`src/rtl/phase_pkg.sv`:
```
// Shared types and constants for the instruction phase sequencer.
// State encoding and the one-hot phase vector layout.
package phase_pkg;

    typedef enum logic [2:0] {
        IDLE   = 3'd0,
        FETCH  = 3'd1,
        DECODE = 3'd2,
        EXEC   = 3'd3,
        MEM    = 3'd4,
        WB     = 3'd5,
        HALT   = 3'd6,
        ERR    = 3'd7
    } state_t;

    localparam int PH_F     = 0;
    localparam int PH_D     = 1;
    localparam int PH_E     = 2;
    localparam int PH_M     = 3;
    localparam int PH_W     = 4;
    localparam int PH_W_NUM = 5;

    function automatic logic [PH_W_NUM-1:0] phase_onehot(input state_t s);
        logic [PH_W_NUM-1:0] r;
        r = '0;
        case (s)
            FETCH:   r[PH_F] = 1'b1;
            DECODE:  r[PH_D] = 1'b1;
            EXEC:    r[PH_E] = 1'b1;
            MEM:     r[PH_M] = 1'b1;
            WB:      r[PH_W] = 1'b1;
            default: r = '0;
        endcase
        return r;
    endfunction

    function automatic logic is_busy(input state_t s);
        return (s == FETCH) || (s == DECODE) || (s == EXEC) || (s == MEM) || (s == WB);
    endfunction

endpackage

```
`src/rtl/handshake_timer.sv`:
```
// Wait counter shared by the FETCH and MEM handshakes.
// expired flags the last permitted wait cycle; TIMEOUT of 0 disables it.
module handshake_timer #(
    parameter int TO_W    = 8,
    parameter int TIMEOUT = 255
) (
    input  logic clk,
    input  logic rst_n,
    input  logic clr,
    input  logic en,
    output logic expired
);

    localparam logic [TO_W-1:0] LIMIT = TO_W'(TIMEOUT - 1);

    logic [TO_W-1:0] cnt;

    assign expired = (TIMEOUT != 0) && (cnt == LIMIT);

    always_ff @(posedge clk) begin
        if (!rst_n || clr) begin
            cnt <= '0;
        end else if (en) begin
            cnt <= cnt + TO_W'(1);
        end
    end

endmodule

```
`src/rtl/phase_sequencer.sv`:
```
// Multi-cycle instruction phase controller: FETCH, DECODE, EXEC, optional MEM, WB.
// Optional feature macro: SINGLE_STEP_EN (adds the step input, halts after every instruction).
module phase_sequencer
    import phase_pkg::*;
#(
    parameter int CNT_W   = 32,
    parameter int TO_W    = 8,
    parameter int TIMEOUT = 255
) (
    input  logic                clk,
    input  logic                rst_n,
    input  logic                start,
    input  logic                halt_req,
    input  logic                fetch_ready,
    input  logic                mem_op,
    input  logic                mem_ready,
`ifdef SINGLE_STEP_EN
    input  logic                step,
`endif
    output logic [PH_W_NUM-1:0] phase,
    output logic                fetch_req,
    output logic                mem_req,
    output logic                wb_en,
    output logic                busy,
    output logic                halted,
    output logic                err,
    output logic [CNT_W-1:0]    instr_count
);

    state_t state;
    state_t nxt;
    logic   halt_pending;
    logic   waiting;
    logic   to_expired;
    logic   resume;

`ifdef SINGLE_STEP_EN
    assign resume = step;
`else
    assign resume = start;
`endif

    handshake_timer #(
        .TO_W    (TO_W),
        .TIMEOUT (TIMEOUT)
    ) u_timer (
        .clk     (clk),
        .rst_n   (rst_n),
        .clr     (nxt != state),
        .en      (waiting),
        .expired (to_expired)
    );

    // Ready is tested before the timeout so a handshake landing on the limit still completes.
    always_comb begin
        nxt     = state;
        waiting = 1'b0;
        case (state)
            IDLE:   if (start) nxt = FETCH;
            FETCH: begin
                if (fetch_ready)     nxt = DECODE;
                else if (to_expired) nxt = ERR;
                else                 waiting = 1'b1;
            end
            DECODE: nxt = EXEC;
            EXEC:   nxt = mem_op ? MEM : WB;
            MEM: begin
                if (mem_ready)       nxt = WB;
                else if (to_expired) nxt = ERR;
                else                 waiting = 1'b1;
            end
`ifdef SINGLE_STEP_EN
            WB:     nxt = HALT;
`else
            WB:     nxt = (halt_pending || halt_req) ? HALT : FETCH;
`endif
            HALT:   if (resume) nxt = FETCH;
            ERR:    nxt = ERR;
            default: nxt = IDLE;
        endcase
    end

    // Outputs are registered from the next state so they always match the state register.
    always_ff @(posedge clk) begin
        if (!rst_n) begin
            state        <= IDLE;
            phase        <= '0;
            fetch_req    <= 1'b0;
            mem_req      <= 1'b0;
            wb_en        <= 1'b0;
            busy         <= 1'b0;
            halted       <= 1'b0;
            err          <= 1'b0;
            halt_pending <= 1'b0;
            instr_count  <= '0;
        end else begin
            state     <= nxt;
            phase     <= phase_onehot(nxt);
            fetch_req <= (nxt == FETCH);
            mem_req   <= (nxt == MEM);
            wb_en     <= (nxt == WB);
            busy      <= is_busy(nxt);
            halted    <= (nxt == HALT);
            err       <= (nxt == ERR);

            if (state == WB) begin
                instr_count <= instr_count + CNT_W'(1);
            end

            if (nxt == HALT && state != HALT) begin
                halt_pending <= 1'b0;
            end else if (halt_req && (is_busy(state) || (state == HALT && resume))) begin
                halt_pending <= 1'b1;
            end
        end
    end

endmodule

```
`config.mk`:
```
export PLATFORM = sky130hd
export DESIGN_NAME = phase_sequencer
export DESIGN_NICKNAME = d
export VERILOG_FILES = /design/src/rtl/phase_pkg.sv /design/src/rtl/handshake_timer.sv /design/src/rtl/phase_sequencer.sv
export SDC_FILE = /design/constraint.sdc
export NUM_CORES = 1
export LEC_CHECK = 0
export BUFFER_PORTS_ARGS = -buffer_cell sky130_fd_sc_hd__buf_2
export CAP_MARGIN = 20
export CORE_MARGIN = 2
export CORE_UTILIZATION = 48
export DETAILED_ROUTE_END_ITERATION = 8
export GPL_ROUTABILITY_DRIVEN = 1
export PLACE_DENSITY = 0.74
export SLEW_MARGIN = 20
export SYNTH_ARGS = -nofsm -noshare
export SYNTH_HDL_FRONTEND = slang
export SYNTH_HIERARCHICAL = 1
export SYNTH_SLANG_ARGS = --single-unit
export TNS_END_PERCENT = 20
```
`constraint.sdc`:
```
create_clock -name clk -period 1.8 [get_ports clk]
set_clock_uncertainty 0.05 [all_clocks]
set_input_delay 0.18 -clock clk [delete_from_list [all_inputs] [get_ports clk]]
set_output_delay 0.18 -clock clk [all_outputs]
set_load 0.02 [all_outputs]
```
* Yosys cells after proc, flatten, opt, wreduce, memory -nomap -nowiden
Index checks and enable logic that the tools add are counted.
Storage, ports and cells: bits in registers 55, input port bits 7, output and inout bits 43, word-level logic and storage cells 65
Operators by class: add/sub/neg operators 2, eq/ne operators 17, mux-type cells 16, bitwise logic cells 1, reduce and logical (&&, ||, !) cells 18
Operators by type and width (number):
- $add A32 B1 Y32 const B | 1
- $eq A3 B3 Y1 const B | 8
- $pmux W3 S7 | 1
- $mux W3 | 5
- $eq A3 B2 Y1 const B | 4
- $logic_or A1 B1 Y1 | 11
- $mux W1 | 9
- $add A8 B1 Y8 const B | 1
- $eq A8 B8 Y1 const B | 1
- $eq A3 B1 Y1 const B | 2
- $reduce_or A2 Y1 | 2
- $logic_and A1 B1 Y1 | 3
- $logic_not A3 Y1 | 1
- $ne A3 B3 Y1 | 1
- $ne A3 B3 Y1 const B | 1
- $pmux W1 S2 | 1
- $logic_not A1 Y1 | 1
- $not A1 Y1 | 1

* Depth between registers and ports, before layout
word-level depth 9, gate-level depth with buffers 10, mapped depth without buffers 9

* By module
The synthesis kept the hierarchy.
Modules (own cells, without submodules):
- phase_sequencer | instances 1, cells an instance 246, area an instance 2194.6 um2, sequential area each 880.8 um2
- handshake_timer | instances 1, cells an instance 42, area an instance 365.4 um2, sequential area each 160.2 um2

* Worst setup path before layout
No wires, ideal clock.
path type register -> register, from register u_timer.cnt[0], to register u_timer.cnt[1], library setup time 0.130 ns, data arrival time 1.783 ns, required time 1.620 ns, path slack -0.163 ns, stages on the path, launching flop included 11, path buffers 1, period minus slack after synthesis 1.963 ns, path through dfxtp_1 > inv_1 > ha_1 > nand3_1 > nor2_1 > o21a_1 > nor2_1 > o311ai_0 > nand2b_1 > clkbuf_1 > a211oi_1
Between the ends: longest elaborated chain between the ends 6, elaborated cells on any way between the ends 12, classes of those cells add/sub (1); eq/ne (2); mux (8); reduce/logical (1)
Ends and longest elaborated chain:
- start: declaration | line handshake_timer.sv:16 | logic [TO_W-1:0] cnt;
- start signal: assignment | line handshake_timer.sv:24 | cnt <= cnt + TO_W'(1);
- $eq A8 B8 Y1 (*) | line handshake_timer.sv:18 | assign expired = (TIMEOUT != 0) && (cnt == LIMIT);
- named net to_expired | line phase_sequencer.sv:34 | logic to_expired;
- $mux W3 | line phase_sequencer.sv:62, phase_sequencer.sv:69
- $mux W3, on equally long branches | line phase_sequencer.sv:68, phase_sequencer.sv:61
- $pmux W3 S7 | line phase_sequencer.sv:58 | case (state)
- $ne A3 B3 Y1 | line phase_sequencer.sv:49 | .clr (nxt != state),
- $logic_or A1 B1 Y1 | line handshake_timer.sv:21 | if (!rst_n || clr) begin
Mark *: on every way through the listed nets, which the timed path passes. The rest lies on a longest branch. A chain may end at the register's enable or synchronous reset.

* Final worst setup path
from register u_timer.cnt[3], to register phase[0]
Between the ends: longest elaborated chain between the ends 6, elaborated cells on any way between the ends 7, classes of those cells eq/ne (2); mux (5)
Ends and longest elaborated chain:
- $eq A8 B8 Y1 (*) | line handshake_timer.sv:18
- named net to_expired | line phase_sequencer.sv:34
- $mux W3 (*) | line phase_sequencer.sv:62, phase_sequencer.sv:69
- $mux W3, on equally long branches | line phase_sequencer.sv:68, phase_sequencer.sv:61
- $pmux W3 S7 (*) | line phase_sequencer.sv:58
- $eq A3 B1 Y1 (*) | line phase_pkg.sv:26 | case (s)
- $mux W1 (*) | line phase_pkg.sv:26
- end signal: assignment | line phase_sequencer.sv:98 | phase <= phase_onehot(nxt);
- end: declaration | line phase_sequencer.sv:20 | output logic [PH_W_NUM-1:0] phase,
Marks and branches as above.

==> summary.md <==
The run finished, with violations left. The final reports fail on negative setup slack. The number of distinct library cell variants in the gate-level netlist after synthesis came out at 47.

The run gives 0.30 ns as the clock insertion delay at the later pin of the skew report. The number of buffers on the longest clock path was 2. The met1 layer wirelength in the final routing is 2660 um. In the routed layout, each cell is associated on average with a via count of 5.24. The transition time of the tightest slew-check pin is 0.319 ns, and the worst-case reg-to-reg path depth is 7. The capture point of the worst path was phase[0]$_SDFF_PN0_. The tools report the hold buffer count at cts as 0. The path class of the tightest hold or removal check is in -> reg. The worst register-to-register path has a setup slack of -0.005 ns. The pre-antenna-repair detailed-routing pass consisted of 5 iterations. Data on the critical path is required at its endpoint by 2.00 ns.

For this run, asynchronously set or reset flops after synthesis account for 0%. The worst max-slew margin expressed relative to the limit was 78.7%; the met2 routed wirelength was 2670 um. Summed over all instances, the cell type with the most area after synthesis is dfxtp_1.

The tools report the number of buffers added by the clock tree synthesis step as 5. The iteration-0 DRC count of the detailed router was 155; the final period demand of the worst path was 1.80 ns. For this run, the leading register cell type out of synthesis is dfxtp_1. After detailed routing, no signal wire sits above met4. Most common cell in the netlist: dfxtp_1. After technology mapping, the gate count stands at 288. Hold timing on the final database bottoms out at a slack of 0.164 ns. The initial utilization of the core area, before any placement, comes to 49.8%. Yosys attributes the largest share of cell area to dfxtp_1 (41%), and2_1 (6.8%), xnor2_1 (6.8%), xor2_1 (3.8%), nand2_1 (3.5%). The worst setup path is launched from a flip-flop. The top cell type by area accounts for 40.7% of the synthesized area. The area of the core is 5140 sq um. For the number of maximum-capacitance constraint violations, the log shows 0.

The placed instances occupy a cell area of 3050 sq um. Based on the critical path, the design can be clocked at up to 0.554 GHz. CTS built an H-tree with a depth of 2.

The first global-routing pass estimated 9320 um of wire. The count of nets left with antenna violations once routing finished came out at 0. The netlist area before placement is 2560 sq um. The final route contains 2264 vias.

The share of the Yosys chip area taken by registers is 40.7%. The final critical path takes up 100% of the cycle. The count of final max-slew check failures came out at 0. The endpoint identified for the worst register-to-register timing path is phase[0]$_SDFF_PN0_. The tree is rooted in a clkbuf_8.

The number of antenna violations at the first check in global routing was 0. In this run the mean area of a mapped cell was 8.89 sq um. In the routed design, unresolved DRC markers number 0.

The tools report the global routing usage summed across all routing layers as 19.1%. The biggest fanout along the worst timing path is 5. After detailed routing, the average wire length per cell comes to 13.2 um. Synthesis produced a netlist with a net count of 298.

Counting flops with a built-in enable in the synthesized netlist gives 0. For the worst setup path, the data arrival time is 2.00 ns. Summed over all layers, the routed wires come to 5720 um. Across the VDD grid, the largest voltage drop is 0.407 mV. Entering global routing, the biggest net connects 33 pins. The run gives 3350 sq um as the summed area of non-filler cells in the final layout. The detailed route wirelength on metal3 is 310 um. Via count of the first global-routing pass: 2072. Tracing the worst setup path back leads to its startpoint at u_timer/cnt[3]$_SDFFE_PP0P_.

The total count of hold-check failures in the final report is 0, and the minimum setup slack in the final design is -0.00500 ns. Sorting the synthesized cells by how often they occur yields dfxtp_1 (52), and2_1 (28), nand2_1 (24), nor2_1 (20), xnor2_1 (20). Setup violations remaining at the end of the flow were counted as 3. The worst setup path is of the reg -> reg kind. The clock-pin slew reported for the worst setup and hold paths after clock tree synthesis was 0.09 ns. TritonCTS built the clock tree. The leakage component of the power was 1.51 nW; the full die area was 5930 sq um. For this run, the post-layout net count is 371.

For this design the top-level I/O count stands at 50. The register bit total from synthesis was 52; the ratio of cells with drive above 1 in the final layout was 35.9%. The area growth from synthesis to final layout is 31.0%, and the number of I/O port buffers is 49. CTS saw 52 sinks. The placement row count is 26.

Setup repair after global routing could not meet its margin everywhere. Detailed placement ended at an HPWL of 3950 um. Summed over all layers, the global routing overflow is 0. Critical path endpoint category: a flip-flop. The width of the die is 77.0 um. In this run the vertical extent of the chip is 77.0 um. In this run the power density over the cells is 701 nW/um^2. The Yosys warning count is 6.

In this run the critical register-to-register path is launched from u_timer/cnt[3]$_SDFFE_PP0P_. The number of antenna diodes in the final layout is 0. Routability-driven placement finished with a final weighted congestion of 0.805.
[critical path, stage by stage (launching register included)]
cell and delay [ns]:
dfxtp_1 0.34, nand4_1 0.21, nor2_4 0.20, buf_4 0.17, nor3_1 0.05, or3_4 0.35
a211o_1 0.28, nor2_1 0.08
[registers in the layout, indices dropped and copies added, names as in the netlist]
register	count
halt_pending	1
u_timer/cnt	8
halted	1
phase	5
instr_count	32
err	1
state	3
busy	1
[per-layer routing]
layer,GRT usage [%],vias to the layer above
met3,3.65,6
met1,25.5,1064
met4,6.96,0
met5,0,-
li1,-,1131
met2,30.8,63
[cells by family after synthesis]
group | after synthesis | synth area share [%]
multiplexers | 5 | 1.96
adder cells (fa/ha/maj) | 3 | 1.47
buffers and inverters | 22 | 4.15
AND/OR/NAND/NOR | 143 | 32.5
XOR/XNOR | 31 | 10.6
flip-flops | 52 | 40.7
AO/OA/AOI/OAI | 32 | 8.65
[metrics by stage]
step,TNS (ns),worst slack (ns),instances,util [%],total power [W]
6_report,-0.0145,-0.00500,432,65.2,0.00235
5_1_grt,-1.29,-0.134,432,65.2,0.00245
3_3_place_gp,-0.00940,-0.00940,420,59.3,0.00143
4_1_cts,-0.00958,-0.00685,428,62.0,0.00230
2_1_floorplan,-0.897,-0.0759,288,-,0.00136
3_5_place_dp,-0.413,-0.0619,420,59.3,0.00144
[worst min-delay path by stage]
stage,start,to,cells past startpoint
floorplan,rst_n,instr_count[25]$_SDFFE_PN0P_,2
CTS,halt_req,halt_pending$_SDFFE_PP0P_,3
global placement,instr_count[31]$_SDFFE_PN0P_,instr_count[31]$_SDFFE_PN0P_,2
global route,halt_req,halt_pending$_SDFFE_PP0P_,3
finish,halt_req,halt_pending$_SDFFE_PP0P_,3
detailed placement,u_timer/cnt[7]$_SDFFE_PP0P_,u_timer/cnt[7]$_SDFFE_PP0P_,2
[cells in the final DEF, fill, tap and decap left out, drive strengths merged, types with 2 or more instances in the layout]
| cell | Yosys | routed |
|---|---|---|
| buf | 9 | 84 |
| dfxtp | 52 | 52 |
| and2 | 28 | 28 |
| nand2 | 24 | 24 |
| xnor2 | 20 | 20 |
| nor2 | 20 | 20 |
| nand4 | 15 | 15 |
| nand3 | 15 | 15 |
| xor2 | 11 | 11 |
| nand2b | 10 | 10 |
| and3 | 8 | 8 |
| a21oi | 8 | 8 |
| clkbuf | 9 | 7 |
| nor3 | 6 | 6 |
| mux2i | 5 | 5 |
| o21ai | 4 | 4 |
| nor2b | 4 | 4 |
| inv | 4 | 4 |
| or3 | 4 | 4 |
| o21a | 3 | 3 |
| ha | 3 | 3 |
| o31ai | 2 | 2 |
| nand4b | 2 | 2 |
| o211ai | 2 | 2 |
| a211o | 2 | 2 |
| nor3b | 2 | 2 |
| nor4 | 2 | 2 |
[where the power goes]
part	internal (W)	switching [W]
sequential	0.00117	0.0000170
combinational	0.000133	0.000153
clock	0.000491	0.000384
[repair_timing]
item,4_1_cts,5_1_grt
setup buffers,0,4
resized for setup,4,32
setup endpoints to repair,11,29
pin swaps,1,8
[area by class of cell]
class | instances | area (sq um)
inverters | 4 | 15.0
flip-flops and latches | 52 | 1050
clock inverters | 1 | 30.0
multi-input cells | 214 | 1550
well taps | 70 | 87.6
fillers | 436 | 1790
clock buffers | 7 | 96.3
repair buffers | 84 | 524
Power figures use the tool's default switching activity.
